### src/rtl/memory_stage_if.sv
// memory_stage_if
//   Data-cache bus between the MIPS memory stage and the data cache.
//   The memory stage is the master: it raises a read or write request,
//   presents the address and store data, and keeps the request up until
//   the cache answers with dhit.
//
//   Signals:
//     dmemREN    master -> cache   read request
//     dmemWEN    master -> cache   write request (never together with dmemREN)
//     dmemaddr   master -> cache   byte address of the access
//     dmemstore  master -> cache   data to be written
//     dhit       cache  -> master  access complete / read data valid
//     dmemload   cache  -> master  read data
interface memory_stage_if;
  logic        dmemREN;
  logic        dmemWEN;
  logic [31:0] dmemaddr;
  logic [31:0] dmemstore;
  logic        dhit;
  logic [31:0] dmemload;

  // Memory stage side of the bus.
  modport master (
    output dmemREN, dmemWEN, dmemaddr, dmemstore,
    input  dhit, dmemload
  );

  // Data cache side of the bus.
  modport slave (
    input  dmemREN, dmemWEN, dmemaddr, dmemstore,
    output dhit, dmemload
  );
endinterface

### src/rtl/memory_stage.sv
// memory_stage
//   MEM stage of the five-stage MIPS pipeline, fed by the EX/MEM latch.
//   It issues data-cache requests and waits for dhit, freezes the front
//   of the pipe while a miss is outstanding, resolves branches/jumps into
//   a PC redirect (which doubles as the IF/ID and ID/EX flush), and owns
//   the MEM/WB register that feeds writeback. Once a halt retires the
//   stage parks in HALTED until reset.
//
//   Ports:
//     CLK, RST            clock (rising edge), async active-high reset
//     pc_plus_4           PC+4 of the instruction in MEM (JAL link value)
//     baddr, jaddr        branch target, jump target
//     zero                ALU zero flag
//     portout             ALU result, also the data address
//     rdat2               store data
//     Branch, bne, Jump, JAL          branch/jump control
//     regWEN, MemtoReg, dREN, dWEN, halt, wsel   instruction control
//     dbus                data-cache bus (master side)
//     mem_stall           freeze PC and IF/ID/EX latches
//     pc_redirect         take branch/jump, flush upstream latches
//     pc_target           redirect address
//     wb_regWEN, wb_wsel, wb_wdat, wb_halt   MEM/WB register outputs
//     stall_cnt           saturating count of stall cycles
module memory_stage #(
  parameter int CNT_W = 16
) (
  input  logic             CLK,
  input  logic             RST,

  input  logic [31:0]      pc_plus_4,
  input  logic [31:0]      baddr,
  input  logic [31:0]      jaddr,
  input  logic             zero,
  input  logic [31:0]      portout,
  input  logic [31:0]      rdat2,
  input  logic             Branch,
  input  logic             bne,
  input  logic             Jump,
  input  logic             JAL,
  input  logic             regWEN,
  input  logic             MemtoReg,
  input  logic             dREN,
  input  logic             dWEN,
  input  logic             halt,
  input  logic [4:0]       wsel,

  memory_stage_if.master   dbus,

  output logic             mem_stall,
  output logic             pc_redirect,
  output logic [31:0]      pc_target,
  output logic             wb_regWEN,
  output logic [4:0]       wb_wsel,
  output logic [31:0]      wb_wdat,
  output logic             wb_halt,
  output logic [CNT_W-1:0] stall_cnt
);

  typedef enum logic [1:0] {
    IDLE   = 2'd0,
    WAIT   = 2'd1,
    HALTED = 2'd2
  } state_t;

  localparam logic [CNT_W-1:0] STALL_MAX = '1;
  localparam logic [CNT_W-1:0] STALL_ONE = {{(CNT_W-1){1'b0}}, 1'b1};

  state_t      state;
  logic        halted;
  logic        acc;
  logic        taken;
  logic [4:0]  wsel_next;
  logic [31:0] wdat_next;

  assign halted = (state == HALTED);

  // A data access is live whenever the instruction in MEM wants memory and
  // the core has not halted. Gating with RST makes the request vanish the
  // instant reset is raised, even in the middle of a miss, so the cache
  // never sees a request the pipeline has already forgotten.
  assign acc = (dREN | dWEN) & ~halted & ~RST;

  // A read wins when an instruction (incorrectly) asks for both.
  assign dbus.dmemREN   = acc & dREN;
  assign dbus.dmemWEN   = acc & dWEN & ~dREN;
  assign dbus.dmemaddr  = portout;
  assign dbus.dmemstore = rdat2;

  // The stall is combinational so the upstream latches freeze in the very
  // cycle the cache fails to answer; the EX/MEM latch holding its value is
  // what keeps the request steady until dhit.
  assign mem_stall = acc & ~dbus.dhit;

  // Branch resolution. bne inverts the sense of the zero test; a jump
  // always redirects. Everything is silenced once halted so a stale
  // branch in the EX/MEM latch cannot move the PC.
  assign taken       = Jump | (Branch & (zero ^ bne));
  assign pc_redirect = ~halted & taken;
  assign pc_target   = halted ? 32'd0 : (Jump ? jaddr : baddr);

  // Writeback selection: JAL links PC+4 into $ra, loads take the cache
  // data, everything else takes the ALU result.
  always_comb begin
    wsel_next = wsel;
    wdat_next = portout;
    if (JAL) begin
      wsel_next = 5'd31;
      wdat_next = pc_plus_4;
    end else if (MemtoReg) begin
      wdat_next = dbus.dmemload;
    end
  end

  // Control FSM together with the MEM/WB register and the stall counter.
  // While stalled the register receives a bubble (no write, no halt) but
  // keeps wsel/wdat so nothing downstream sees spurious data changes. A
  // halt is only taken on a cycle that is not stalled, which means a halt
  // riding on a memory access retires on the dhit cycle. HALTED is
  // absorbing: it pins wb_halt high and blocks all further captures.
  always_ff @(posedge CLK or posedge RST) begin
    if (RST) begin
      state     <= IDLE;
      wb_regWEN <= 1'b0;
      wb_wsel   <= 5'd0;
      wb_wdat   <= 32'd0;
      wb_halt   <= 1'b0;
      stall_cnt <= '0;
    end else begin
      if (mem_stall && (stall_cnt != STALL_MAX)) begin
        stall_cnt <= stall_cnt + STALL_ONE;
      end

      case (state)
        IDLE, WAIT: begin
          if (mem_stall) begin
            state     <= WAIT;
            wb_regWEN <= 1'b0;
            wb_halt   <= 1'b0;
          end else begin
            state     <= halt ? HALTED : IDLE;
            wb_regWEN <= regWEN;
            wb_wsel   <= wsel_next;
            wb_wdat   <= wdat_next;
            wb_halt   <= halt;
          end
        end

        HALTED: begin
          wb_regWEN <= 1'b0;
          wb_halt   <= 1'b1;
        end

        default: begin
          state <= IDLE;
        end
      endcase
    end
  end

endmodule

### src/flat_wrapper.sv
// flat-port wrapper written by rule: the top's interface ports become plain ports
module memory_stage_flat 
#(
  parameter int CNT_W = 16
)
  (CLK, RST, pc_plus_4, baddr, jaddr, zero, portout, rdat2, Branch, bne, Jump, JAL, regWEN, MemtoReg, dREN, dWEN, halt, wsel, mem_stall, pc_redirect, pc_target, wb_regWEN, wb_wsel, wb_wdat, wb_halt, stall_cnt, dbus_dmemREN, dbus_dmemWEN, dbus_dmemaddr, dbus_dmemstore, dbus_dhit, dbus_dmemload);
  memory_stage_if dbus_i ();
  input  logic CLK;
  input  logic RST;
  input  logic [31:0] pc_plus_4;
  input  logic [31:0] baddr;
  input  logic [31:0] jaddr;
  input  logic zero;
  input  logic [31:0] portout;
  input  logic [31:0] rdat2;
  input  logic Branch;
  input  logic bne;
  input  logic Jump;
  input  logic JAL;
  input  logic regWEN;
  input  logic MemtoReg;
  input  logic dREN;
  input  logic dWEN;
  input  logic halt;
  input  logic [4:0] wsel;
  output logic mem_stall;
  output logic pc_redirect;
  output logic [31:0] pc_target;
  output logic wb_regWEN;
  output logic [4:0] wb_wsel;
  output logic [31:0] wb_wdat;
  output logic wb_halt;
  output logic [CNT_W-1:0] stall_cnt;
  output wire logic [$bits(dbus_i.dmemREN)-1:0] dbus_dmemREN;
  output wire logic [$bits(dbus_i.dmemWEN)-1:0] dbus_dmemWEN;
  output wire logic [$bits(dbus_i.dmemaddr)-1:0] dbus_dmemaddr;
  output wire logic [$bits(dbus_i.dmemstore)-1:0] dbus_dmemstore;
  input wire logic [$bits(dbus_i.dhit)-1:0] dbus_dhit;
  input wire logic [$bits(dbus_i.dmemload)-1:0] dbus_dmemload;
  assign dbus_dmemREN = dbus_i.dmemREN;
  assign dbus_dmemWEN = dbus_i.dmemWEN;
  assign dbus_dmemaddr = dbus_i.dmemaddr;
  assign dbus_dmemstore = dbus_i.dmemstore;
  assign dbus_i.dhit = dbus_dhit;
  assign dbus_i.dmemload = dbus_dmemload;
  memory_stage #(.CNT_W(CNT_W)) u_core (.CLK(CLK), .RST(RST), .pc_plus_4(pc_plus_4), .baddr(baddr), .jaddr(jaddr), .zero(zero), .portout(portout), .rdat2(rdat2), .Branch(Branch), .bne(bne), .Jump(Jump), .JAL(JAL), .regWEN(regWEN), .MemtoReg(MemtoReg), .dREN(dREN), .dWEN(dWEN), .halt(halt), .wsel(wsel), .dbus(dbus_i), .mem_stall(mem_stall), .pc_redirect(pc_redirect), .pc_target(pc_target), .wb_regWEN(wb_regWEN), .wb_wsel(wb_wsel), .wb_wdat(wb_wdat), .wb_halt(wb_halt), .stall_cnt(stall_cnt));
endmodule
### config.mk
export PLATFORM = sky130hd
export DESIGN_NAME = memory_stage_flat
export DESIGN_NICKNAME = d
export VERILOG_FILES = /design/src/rtl/memory_stage_if.sv /design/src/rtl/memory_stage.sv /design/src/flat_wrapper.sv
export SDC_FILE = /design/constraint.sdc
export NUM_CORES = 1
export LEC_CHECK = 0
export BUFFER_PORTS_ARGS = -buffer_cell sky130_fd_sc_hd__clkbuf_2
export CORE_AREA = 5 5 139 141
export DETAILED_ROUTE_END_ITERATION = 16
export DIE_AREA = 0 0 144 146
export GPL_TIMING_DRIVEN = 0
export PLACE_DENSITY_LB_ADDON = 0.2
export SETUP_SLACK_MARGIN = 0.05
export SLEW_MARGIN = 25
export SYNTH_ARGS = -nofsm -noshare
export SYNTH_HDL_FRONTEND = slang
export SYNTH_SLANG_ARGS = --single-unit
### constraint.sdc
create_clock -name CLK -period 2.75 [get_ports CLK]
set_clock_uncertainty 0.15 [all_clocks]
set_input_delay 0.825 -clock CLK [delete_from_list [all_inputs] [get_ports CLK]]
set_output_delay 0.825 -clock CLK [all_outputs]
set_load 0.01 [all_outputs]
======== After elaboration in Yosys (flattened, before gate mapping) ========
Index checks and enable logic that the tools add are counted.
word-level totals
  flip-flop bits (word level) ............. 57
  input port bits ......................... 210
  output and inout port bits .............. 155
  logic and storage cells ................. 43
cells by class
  $add $sub $neg .......................... 1
  eq/ne operators ......................... 3
  muxes and demuxes ....................... 12
  bitwise operators ....................... 16
  reductions and logical operators ........ 5
operators with widths
  cell                     count
  $mux W32                 4
  $add A16 B1 Y16 const B  1
  $ne A16 B16 Y1 const B   1
  $and A1 B1 Y1            8
  $mux W5                  1
  $not A1 Y1               5
  $mux W2                  2
  $pmux W1 S2              2
  $pmux W2 S2              1
  $eq A2 B1 Y1 const B     1
  $eq A2 B2 Y1 const B     1
  $logic_not A2 Y1         1
  $mux W1                  2
  $or A1 B1 Y1             2
  $reduce_and A2 Y1        1
  $reduce_bool A2 Y1       1
  $reduce_or A2 Y1         1
  $logic_and A1 B1 Y1      1
  $xor A1 B1 Y1            1

======== Depth between registers and ports, before layout ========
  word-level depth ........................ 7
  depth in mapped cells ................... 10

======== Least setup slack after synthesis ========
OpenSTA, ideal clock, no wires.
  path kind ............................... input port to output port
  start point ............................. in Jump
  end point ............................... out pc_target[10]
  data arrival time ....................... 1.845 ns
  slack ................................... -0.070 ns
  stages .................................. 4
  buffers on the path ..................... 2
  path through ............................ clkbuf_1 -> clkbuf_1 -> mux2i_1 -> nor2_1
on the way
  longest elaborated chain between the ends .. 2
RTL lines
  what                    RTL line            source
  start: declaration      flat_wrapper.sv:18  input logic Jump;
  $mux W32 (2 in series)  memory_stage.sv:99  assign pc_target = halted ? 32'd0 : (Jump ? jaddr : baddr);
  end: declaration        flat_wrapper.sv:28  output logic [31:0] pc_target;
No other way between the ends.

======== Worst setup path in the final report ========
  start point ............................. in RST
  end point ............................... out mem_stall
on the way
  longest elaborated chain between the ends .. 3
RTL lines
  what                RTL line            source
  start: declaration  flat_wrapper.sv:9   input logic RST;
  $not A1 Y1          memory_stage.sv:81  assign acc = (dREN | dWEN) & ~halted & ~RST;
  $and A1 B1 Y1       memory_stage.sv:81
  $and A1 B1 Y1       memory_stage.sv:92  assign mem_stall = acc & ~dbus.dhit;
  end: declaration    flat_wrapper.sv:26  output logic mem_stall;
No other way between the ends.

==> flow_metrics.py <==
metrics = {
    "yosys": {
        "ys_async_sr_fraction_pct": 100,
        "synth_fp_nets": 675,
        "ys.warnings.count": 0,
        "netlist_top_cells_area": "dfrtp_1 (36%), mux2i_1 (16%), buf_4 (12%), nor2_1 (7.0%), nand2_1 (4.8%)",
        "synth_area_leader_cell": "dfrtp_1",
        "synth_ff_type": "dfrtp_1",
        "syn_area_mm2": 0.00395,
        "ys_seq_area_share_pct": 36.1,
        "synth_cell_types": 39,
        "synth_edf_count": 0,
        "netlist_instances": 464,
        "postSynthAreaPerCell_um2": 8.52,
        "synth_top_area_share_pct": 36.1,
        "synth_seq_cells": 57,
    },
    "cts": {
        "numClockSinks": 57,
        "htree_levels": 3,
        "clk_latency_ns": 0.32,
        "cts_hold_buffers": 0,
        "clockBufferDepth": 2,
        "clk_pin_slew_ns": 0.05,
        "tritoncts": "built",
        "cts_made_buffers": 9,
        "cts_root_buf": "clkbuf_16",
    },
    "floorplan": {
        "die_h_um": 146,
        "core_area_mm2": 0.0178,
        "die_area_mm2": 0.0210,
        "initial_core_util_pct": 22.2,
        "die_w_um": 144,
        "boundaryPins": 365,
        "rows": 49,
    },
    "timing": {
        "finalSetupViolCount": 0,
        "period_share_pct": 98.4,
        "hold_viol": 0,
        "rsz0062_at_grt": "yes",
        "relSlewSlack_pct": 40.8,
        "worstMarginPinSlew_ns": 0.889,
        "finalSetupTns_ns": 0,
        "min_period_ns": 2.71,
        "timing.final.max_slew_violations": 0,
        "fmax_mhz": 370,
    },
    "worst_setup_path": {
        "critPathArrivalTime_ns": 1.73,
        "path_class": "input pin to output port",
        "crit_path_max_fanout": 2,
        "critPathLaunchType": "input pin",
        "required_ns": 1.78,
        "end_kind": "output port",
    },
    "finish": {
        "fin_area_mm2": 0.00630,
        "area_growth_pct": 59.4,
        "final_core_util_pct": 35.3,
        "layout_common_cells": "clkbuf_2 (332), nor2_1 (74), buf_4 (70)",
        "nets": 1020,
        "mostFrequentLayoutCell": "clkbuf_2",
        "antenna_cells": 0,
        "drive_above_1_share_pct": 54.3,
    },
    "pwr": {
        "vdd_drop_max_uv": 233,
        "p_int_mw": 2.67,
        "switching_share_pct": 38.8,
        "power.density_mw_per_mm2": 694,
        "clockPowerShare_pct": 25.3,
        "p_leak_nw": 3.65,
        "power_switching_mw": 1.70,
        "p_comb_share_pct": 45.0,
        "seq_power_share_pct": 29.7,
    },
    "detailed_routing": {
        "antenna_left": 0,
        "dr.first_iter.drc_count": 117,
        "wl_per_cell_um": 15.5,
        "avgViaCountPerCell": 4.16,
        "firstDrtPassIters": 4,
        "postRouteWirelength_um": 16200,
        "via_count": 4335,
        "drc": 0,
    },
    "grt": {
        "grt_max_degree": 30,
        "grt_pass1_vias": 4500,
        "antenna_found_initial": 0,
        "grt_usage_pct": 14.6,
        "grt_pass1_wl_um": 24100,
        "gr-total-overflow": 0,
    },
    "status": {
        "status": "finished, final reports clean",
    },
    "worst_hold_path": {
        "hold_path_class": "flop to flop",
    },
    "job": {
        "drv_cap": 0,
    },
    "place": {
        "place_congestion": 0.745,
        "placed_area_mm2": 0.00591,
        "place_hpwl_um": 14100,
        "portBuffers": 329,
    },
}
## flip-flops by register name, summed over array words and instances (netlist names)
register / flops
u_core.stall_cnt: 16
u_core.state: 2
u_core.wb_halt: 1
u_core.wb_regWEN: 1
u_core.wb_wdat: 32
u_core.wb_wsel: 5
## routing by layer
layer | GRT usage (%) | routed length (µm)
met5 | 0 | 0
met4 | 3.63 | 211
met3 | 4.77 | 1700
met2 | 27.9 | 8490
met1 | 15.0 | 5780
## final timing paths
kind	start	endpoint	slack (ns)	depth (start not counted)
max	RST	mem_stall	0.04	5
min in group asynchronous	RST	u_core.stall_cnt[0]	0.59	4
min	u_core.wb_wsel[1]	u_core.wb_wsel[1]	0.32	2
max in group asynchronous	RST	u_core.wb_wdat[13]	1.35	5
max reg2reg	u_core.state[1]	u_core.wb_wdat[3]	0.40	10
min reg2reg	u_core.wb_wsel[1]	u_core.wb_wsel[1]	0.32	2
## worst max-delay path, stage by stage
cell and delay (ns):
buf_8 0.09, or4_4 0.54, buf_8 0.15, clkinv_8 0.04
buf_8 0.08
## power by group through the flow
stage	registers (mW)	logic [mW]	clock network, mW
after floorplan	1.44	0.922	0
after global placement	1.31	2.00	0
after detailed placement	1.32	2.00	0
after CTS	1.30	2.03	1.15
after global routing	1.34	2.20	1.19
final	1.30	1.97	1.11
## per-stage QoR
stage / hold WS (ns) / setup WS [ns] / total power, mW / cells
after global routing: 0.337 / 0.0281 / 4.73 / 1043
after global placement: 0.303 / -0.670 / 3.31 / 1022
after floorplan: 0.351 / -0.0698 / 2.36 / 464
final: 0.319 / 0.0446 / 4.37 / 1043
after detailed placement: 0.306 / -0.506 / 3.33 / 1023
after CTS: 0.317 / 0.0117 / 4.48 / 1042
## logic make-up (layout without fill, tap and decap cells)
kind of cell	count (synthesis)	count (layout)	share of synthesized area (%)
adder cells (fa/ha/maj)	1	1	0.317
buffers and inverters	96	446	16.2
multiplexers	65	65	16.5
AND/OR/NAND/NOR	154	154	17.7
flip-flops	57	57	36.1
AO/OA/AOI/OAI	76	76	9.88
XOR/XNOR	15	15	3.32
## synth_stat cells (2+ instances only)
library cell / count
nand2_1: 51
o21ai_0: 37
and3_1: 2
buf_1: 3
buf_6: 3
clkbuf_2: 2
nor2_1: 74
nand4_1: 6
buf_2: 4
clkbuf_1: 16
nand3_1: 7
mux2i_1: 64
inv_1: 2
buf_4: 65
a21oi_1: 34
xnor2_1: 7
and4_1: 2
dfrtp_1: 57
xor2_1: 8
## repair_timing
item | 4_1_cts | 5_1_grt
resized for setup | 15 | 13
hold endpoints to repair | 0 | 0
endpoints found under the setup margin | 31 | 25
cloned | 0 | 0
pin swaps | 1 | 1
setup buffers | 4 | 1
## final cells by class
class	count	area [µm²]
Sequential cell	57	1430
Buffer	92	649
Clock buffer	11	243
Timing Repair Buffer	335	1720
Inverter	3	26.3
Multi-Input combinational cell	311	1890
Clock inverter	5	55.1
Fill cell	1971	11500
Tap cell	229	287
(Power assumes the default switching activity.)
